<file path="config.mk">
export PLATFORM = sky130hd
export DESIGN_NAME = ct_addr_seq_flat
export DESIGN_NICKNAME = d
export VERILOG_FILES = /design/src/rtl/ct_addr_seq_if.sv /design/src/rtl/ct_addr_seq.sv /design/src/flat_wrapper.sv
export SDC_FILE = /design/constraint.sdc
export NUM_CORES = 1
export LEC_CHECK = 0
export ABC_AREA = 1
export BUFFER_PORTS_ARGS = -buffer_cell sky130_fd_sc_hd__buf_2
export CORE_MARGIN = 2
export CORE_UTILIZATION = 41
export DETAILED_ROUTE_END_ITERATION = 6
export SETUP_SLACK_MARGIN = 0.05
export SYNTH_ARGS = -nofsm -noshare
export SYNTH_HDL_FRONTEND = slang
export SYNTH_SLANG_ARGS = --single-unit
</file>
<file path="constraint.sdc">
create_clock -name cph1 -period 2.7 [get_ports cph1]
set_input_delay 0.135 -clock cph1 [delete_from_list [all_inputs] [get_ports cph1]]
set_output_delay 0.135 -clock cph1 [all_outputs]
set_load 0.02 [all_outputs]
</file>
<file path="src/rtl/ct_addr_seq_if.sv">
// ----------------------------------------------------------------------------
// ct_addr_seq_if
//   Serial fetch-loop signals between the control-and-timing address
//   sequencer and its neighbours (ROM stage, arithmetic stage, debug).
//
//   is    : serial instruction from ROM, LSB first
//   carry : serial carry from arithmetic stage (high = carry this bit time)
//   sync  : word sync, active-low during bit time 0
//   ia    : serial ROM address, LSB first
//   pc    : current program address (debug)
//
//   master : the sequencer side (drives sync/ia/pc, consumes is/carry)
//   slave  : the environment side (ROM, arithmetic stage, observers)
// ----------------------------------------------------------------------------
interface ct_addr_seq_if;
  logic       is;
  logic       carry;
  logic       sync;
  logic       ia;
  logic [7:0] pc;

  modport master (
    input  is,
    input  carry,
    output sync,
    output ia,
    output pc
  );

  modport slave (
    output is,
    output carry,
    input  sync,
    input  ia,
    input  pc
  );
endinterface

</file>
<file path="src/rtl/ct_addr_seq.sv">
// ----------------------------------------------------------------------------
// ct_addr_seq
//   Control-and-timing address sequencer. Generates the 56-bit-time word
//   framing, serially sends the 8-bit program address to the ROM stage at
//   bit times 19..26, shifts in the 10-bit instruction returned at bit times
//   45..54 and, on the last bit time (55), commits the next program address:
//   increment, call/return or carry-conditional branch.
//
//   Ports:
//     cph1 : system clock, all state changes on the rising edge
//     pon  : power-on reset, asynchronous, active-high
//     bus  : ct_addr_seq_if.master (is, carry in; sync, ia, pc out)
//
//   Build option:
//     CT_RET_EN : when defined, a single-level return register is kept;
//                 call (type 01) saves pc+1 and 10'h030 restores it.
//                 When undefined, call is a plain jump and 10'h030 is an
//                 ordinary increment.
// ----------------------------------------------------------------------------
module ct_addr_seq (
  input  logic          cph1,
  input  logic          pon,
  ct_addr_seq_if.master bus
);

  localparam logic [5:0] BT_LAST     = 6'd55;
  localparam logic [5:0] BT_IA_FIRST = 6'd19;
  localparam logic [5:0] BT_IA_LAST  = 6'd26;
  localparam logic [5:0] BT_IS_FIRST = 6'd45;
  localparam logic [5:0] BT_IS_LAST  = 6'd54;
  localparam logic [5:0] BT_CY_LAST  = 6'd44;

  localparam logic [9:0] INST_RET    = 10'h030;
  localparam logic [1:0] TYPE_CALL   = 2'b01;
  localparam logic [1:0] TYPE_BRANCH = 2'b11;

  logic [5:0] bt;
  logic [9:0] inst;
  logic [7:0] pc;
  logic       carry_f;
  logic       carry_p;

  logic       last_bt;
  logic       ia_win;
  logic       is_win;
  logic       cy_win;
  logic [5:0] ia_idx;
  logic [7:0] pc_inc;
  logic [7:0] pc_next;

`ifdef CT_RET_EN
  logic [7:0] ret;
  logic [7:0] ret_next;
`endif

  // --------------------------------------------------------------------------
  // Bit-time windows
  // --------------------------------------------------------------------------
  assign last_bt = (bt == BT_LAST);
  assign ia_win  = (bt >= BT_IA_FIRST) && (bt <= BT_IA_LAST);
  assign is_win  = (bt >= BT_IS_FIRST) && (bt <= BT_IS_LAST);
  assign cy_win  = (bt <= BT_CY_LAST);
  assign ia_idx  = bt - BT_IA_FIRST;
  assign pc_inc  = pc + 8'd1;

  // --------------------------------------------------------------------------
  // Outputs: all combinational from registered state, so they sit at their
  // reset values for as long as pon holds the registers cleared.
  // --------------------------------------------------------------------------
  assign bus.sync = (bt != 6'd0);
  assign bus.ia   = ia_win ? pc[ia_idx[2:0]] : 1'b0;
  assign bus.pc   = pc;

  // --------------------------------------------------------------------------
  // Next-address decode, evaluated from pre-commit values
  // --------------------------------------------------------------------------
  always_comb begin
    pc_next = pc_inc;
`ifdef CT_RET_EN
    ret_next = ret;
    if (inst == INST_RET) begin
      pc_next = ret;
    end else if (inst[1:0] == TYPE_CALL) begin
      ret_next = pc_inc;
      pc_next  = inst[9:2];
    end else if (inst[1:0] == TYPE_BRANCH) begin
      pc_next = carry_p ? pc_inc : inst[9:2];
    end
`else
    if (inst[1:0] == TYPE_CALL) begin
      pc_next = inst[9:2];
    end else if (inst[1:0] == TYPE_BRANCH) begin
      pc_next = carry_p ? pc_inc : inst[9:2];
    end
`endif
  end

  // --------------------------------------------------------------------------
  // Framing counter, instruction shifter, carry tracking, commit
  // --------------------------------------------------------------------------
  always_ff @(posedge cph1 or posedge pon) begin
    if (pon) begin
      bt      <= '0;
      inst    <= '0;
      pc      <= '0;
      carry_f <= 1'b0;
      carry_p <= 1'b0;
    end else begin
      bt <= last_bt ? '0 : bt + 6'd1;

      if (is_win) begin
        inst <= {bus.is, inst[9:1]};
      end

      // Clear on the last bit time wins over any carry seen on that edge.
      if (last_bt) begin
        carry_f <= 1'b0;
      end else if (cy_win) begin
        carry_f <= carry_f | bus.carry;
      end

      if (last_bt) begin
        pc      <= pc_next;
        carry_p <= carry_f;
      end
    end
  end

`ifdef CT_RET_EN
  always_ff @(posedge cph1 or posedge pon) begin
    if (pon) begin
      ret <= '0;
    end else if (last_bt) begin
      ret <= ret_next;
    end
  end
`endif

endmodule

</file>
<file path="src/flat_wrapper.sv">
// flat-port wrapper written by rule: the top's interface ports become plain ports
module ct_addr_seq_flat 
  (cph1, pon, bus_is, bus_carry, bus_sync, bus_ia, bus_pc);
  ct_addr_seq_if bus_i ();
  input  logic cph1;
  input  logic pon;
  input wire logic [$bits(bus_i.is)-1:0] bus_is;
  input wire logic [$bits(bus_i.carry)-1:0] bus_carry;
  output wire logic [$bits(bus_i.sync)-1:0] bus_sync;
  output wire logic [$bits(bus_i.ia)-1:0] bus_ia;
  output wire logic [$bits(bus_i.pc)-1:0] bus_pc;
  assign bus_i.is = bus_is;
  assign bus_i.carry = bus_carry;
  assign bus_sync = bus_i.sync;
  assign bus_ia = bus_i.ia;
  assign bus_pc = bus_i.pc;
  ct_addr_seq u_core (.cph1(cph1), .pon(pon), .bus(bus_i));
endmodule
</file>
Yosys cells after proc, flatten, opt, wreduce, memory -nomap -nowiden
Index checks and enable logic that the tools add are counted.
- register bits: 26
- output and inout port bits: 10
- equal/unequal tests: 3
- bitwise logic cells: 1
- $add $sub $neg: 3
- mux-type cells: 9
- magnitude comparators: 6
- reduce and logical (&&, ||, !) cells: 4
- operators by type and width (operator ; number):
    $mux 8 ; 3
    $le 6x6->1 const B ; 2
    $add 8x1->8 const B ; 1
    $add 6x1->6 const B ; 1
    $eq 6x6->1 const B ; 1
    $ge 6x5->1 const B ; 1
    $ge 6x6->1 const B ; 1
    $le 6x5->1 const B ; 1
    $mux 6 ; 1
    $reduce_bool 6->1 ; 1
    $lt 3x4->1 const B ; 1
    $mux 1 ; 4
    $bmux 1 s3 ; 1
    $sub 3x2->3 const B ; 1
    $eq 2x1->1 const B ; 1
    $eq 2x2->1 const B ; 1
    $logic_and 1x1->1 ; 2
    $reduce_bool 2->1 ; 1
    $or 1x1->1 ; 1

Logic depth before layout (Yosys ltp)
- depth after elaboration: 4
- depth in mapped cells: 9
- gate-level depth less buffers: 8

Least setup slack after synthesis
No wires, ideal clock.
- path type: flip-flop to output port
- start point: reg u_core.bt[0]
- end point: out bus_ia
- data arrival time: 1518 ps
- path slack: 1047 ps
- buffers on the path: 1
- cell stages (with the launch flop): 10
- cell sequence: dfrtp_1 > clkbuf_2 > inv_1 > ha_1 > inv_1 > nand3_1 > nand2_1 > nand2_1 > nand2_1 > nor2_1
- longest elaborated chain between the ends: 4
- elaborated cells between the ends (all ways): 7
- ends and longest elaborated chain (what ; RTL line ; source):
    from (decl) ; ct_addr_seq.sv:37 ; logic [5:0] bt;
    from (signal assigned) ; ct_addr_seq.sv:109 ; bt <= last_bt ? '0 : bt + 6'd1;
    $sub 3x2->3 ; ct_addr_seq.sv:63 ; assign ia_idx = bt - BT_IA_FIRST;
    $bmux 1 s3 ; ct_addr_seq.sv:71 ; assign bus.ia = ia_win ? pc[ia_idx[2:0]] : 1'b0;
    $mux 1 (not written as such) ; ct_addr_seq.sv:71 ;
    $mux 1 * ; ct_addr_seq.sv:71 ;
    to (decl) ; flat_wrapper.sv:10 ; output wire logic [$bits(bus_i.ia)-1:0] bus_ia;
Mark *: on every way between the ends. The rest lies on a longest branch, timed or not. The select of a mux whose other input is x is not followed.

Worst setup path in the final report
Ends and elaborated chain as after synthesis.

==> flow_summary.yaml <==
clock_network:
  hold_buffers: 0
  clock-sinks: 26
  clockBufferDepth: 2
  cts_tree: "done"
  clock-root-buffer: "clkbuf_8"
  ctsResizeCount: 0
  post_cts_buffers: 0
  cts_buffers: 3
  cts-htree-levels: 1
  insertion_delay_ns: 0.28
  clk_pin_slew_worst_paths_ns: 0.09
yosys:
  synth_cell_type_count: 21
  netlist_area_sq_um: 1590
  yosys.cell_count.top_type: "nand2_1"
  synth_cells: 221
  yosys.area.top_type: "dfrtp_1"
  synth-seq-area-share: 0.409
  ys_ff_latch: 26
  synth.top_cells.by_area: "dfrtp_1 41%, nand2_1 18%, nand3_1 6.9%, inv_1 6.4%, ha_1 5.5%"
  synth_ff_type: "dfrtp_1"
  ys_warn_count: 0
  syn-num-nets: 232
  synth.avg_cell_area_sq_um: 7.20
  async_reset_ff_frac: 1.00
  synth-edff-count: 0
  synth.top_cell.area_share: 0.409
  synth_common_cells: "78 x nand2_1, 27 x inv_1, 26 x dfrtp_1, 22 x nand3_1, 19 x nor2_1"
placed_design:
  dp_hpwl_um: 2400
  dpl.cell_count: 278
  gp_congestion: 0.805
  io_buffers: 13
sta:
  post-route-period-util: 0.745
  setup_viol: 0
  worst_slew_pin_slew_ns: 0.992
  rsz0062_at_grt: "false"
  fmax_ghz: 0.497
  slew_violations: 0
  slew_headroom: 0.338
  finalHoldViolCount: 0
  period_needed_ns: 2.01
  finClkSkew_ns: 0.00553
  timing.setup.tns_ns: 0
worst_hold_path:
  min_path_type: "in -> reg"
pwr:
  pwr-share-clk: 0.444
  seqPwrFrac: 0.535
  power.internal_w: 0.000595
  power-per-cell-area_nw_per_um2: 421
  p_leak_nw: 0.948
  swShare: 0.193
  switching_power_w: 0.000142
  ir_drop_v: 0.000219
  comb_power_share: 0.021
grt:
  grt-ovfl-total: 0
  grt_pass1_wl_um: 5350
  antenna_found_initial: 0
  grt_use_total: 0.163
  grt_max_degree: 27
  grt_pass1_vias: 1128
worst_setup_path:
  crit_path_top_delay_cell: "dfrtp_1"
  worst-path-max-fanout: 11
  endpoint_kind: "output port"
  slowest_delay_ns: 0.52
  critPathBufInv: 3
  cp_top_family: "flip-flops"
  start_kind: "register"
  critPathKind: "reg -> out"
  cpMostUsedCell: "nand2_1"
  path_cells: "inv_1, ha_1, inv_1, nand3_1, nand2_1, nand2_1, nand2_1, nor2_1, buf_2"
  cp.arrival_ns: 1.88
  crit_required_ns: 2.57
finish:
  synthToLayoutAreaGrowth_pct: 9.98
  drive_gt1_frac: 0.137
  fin_nets: 246
  finalNonFillerCells: 282
  final_util: 0.475
  antenna_cells: 0
routing:
  ant_nets: 0
  wl_um: 3260
  initialDrtViolationCount: 68
  drt-wirelength-per-cell_um: 11.6
  vias: 1333
  dr.pass1.iters: 4
  viasPerCell: 4.73
  drc: 0
floorplanning:
  num_rows: 22
  fp.dieW_um: 66.3
  dieArea_sq_um: 4400
  core-area_sq_um: 3690
  ios: 14
  die_h_um: 66.3
  initial_utilization: 0.431
job:
  max_cap_viol_count: 0
outcome:
  status: "finished, final reports clean"
==> kinds of logic (layout without fill, tap and decap cells) <==
group           Yosys count  count (layout)  share of synthesized area
buf+inv                  34              47                     0.0967
simple gates            128             128                      0.346
compound gates           26              26                     0.0936
flops                    26              26                      0.409
fa+ha+maj                 7               7                     0.0550
==> power by group through the flow <==
stage | clock (W) | combinational (W) | sequential, W
final | 0.000327 | 0.0000153 | 0.000394
after global routing | 0.000352 | 0.0000187 | 0.000395
after CTS | 0.000339 | 0.0000165 | 0.000394
after detailed placement | 0 | 0.0000165 | 0.000402
after global placement | 0 | 0.0000165 | 0.000402
after floorplan | 0 | 0.0000110 | 0.000402
==> final timing paths <==
| check | startpoint | to | slack, ns | cells after the start |
|---|---|---|---|---|
| min reg2reg | u_core.inst[6] | u_core.inst[5] | 0.48 | 2 |
| max reg2reg | u_core.bt[0] | u_core.bt[5] | 0.96 | 6 |
| max in group asynchronous | pon | u_core.bt[0] | 2.03 | 2 |
| min in group asynchronous | pon | u_core.bus.pc[6] | 0.08 | 2 |
| max | u_core.bt[0] | bus_ia | 0.69 | 9 |
| min | bus_is | u_core.inst[9] | 0.05 | 3 |
==> sequential cells by signal (all words and copies together) (netlist names) <==
| register | count |
|---|---|
| u_core.carry_f | 1 |
| u_core.bt | 6 |
| u_core.inst | 10 |
| u_core.carry_p | 1 |
| u_core.bus.pc | 8 |
==> placed cells by master, fill, tap and decap left out, drive strengths merged <==
master   n
o21ai   18
nor2    20
nor3     1
clkbuf   3
bufinv   1
dfrtp   26
nand2   82
nand4    2
inv     29
nand3   23
ha       7
a21oi    8
buf     14
==> tightest hold or removal path, stage by stage <==
cell and delay, ns:
buf_2 0.07, nand2_1 0.05, o21ai_2 0.04
==> area by class of cell <==
class / count / area, sq um
Fill cell: 388 / 1940
Inverter: 29 / 109
Timing Repair Buffer: 14 / 72.6
Clock inverter: 1 / 30.0
Tap cell: 48 / 60.1
Sequential cell: 26 / 651
Clock buffer: 3 / 41.3
Multi-Input combinational cell: 161 / 787
==> through the flow <==
stage | hold WS (ns) | area [sq um] | total power [W] | setup WS [ns]
after detailed placement | 0.347 | 1680 | 0.000419 | 0.972
after CTS | 0.0461 | 1750 | 0.000750 | 0.655
after global routing | 0.0483 | 1750 | 0.000766 | 0.504
after global placement | 0.347 | 1680 | 0.000419 | 0.976
final | 0.0507 | 1750 | 0.000737 | 0.688
after floorplan | 0.175 | 1590 | 0.000412 | 1.05
==> layer usage <==
layer,global-route usage,vias to the layer above,share of wire
met4,0.0765,0,0.020
met2,0.238,12,0.42
met5,0,-,0
met1,0.234,604,0.54
met3,0.0256,5,0.018
li1,-,712,-
Power figures use the tool's default switching activity.
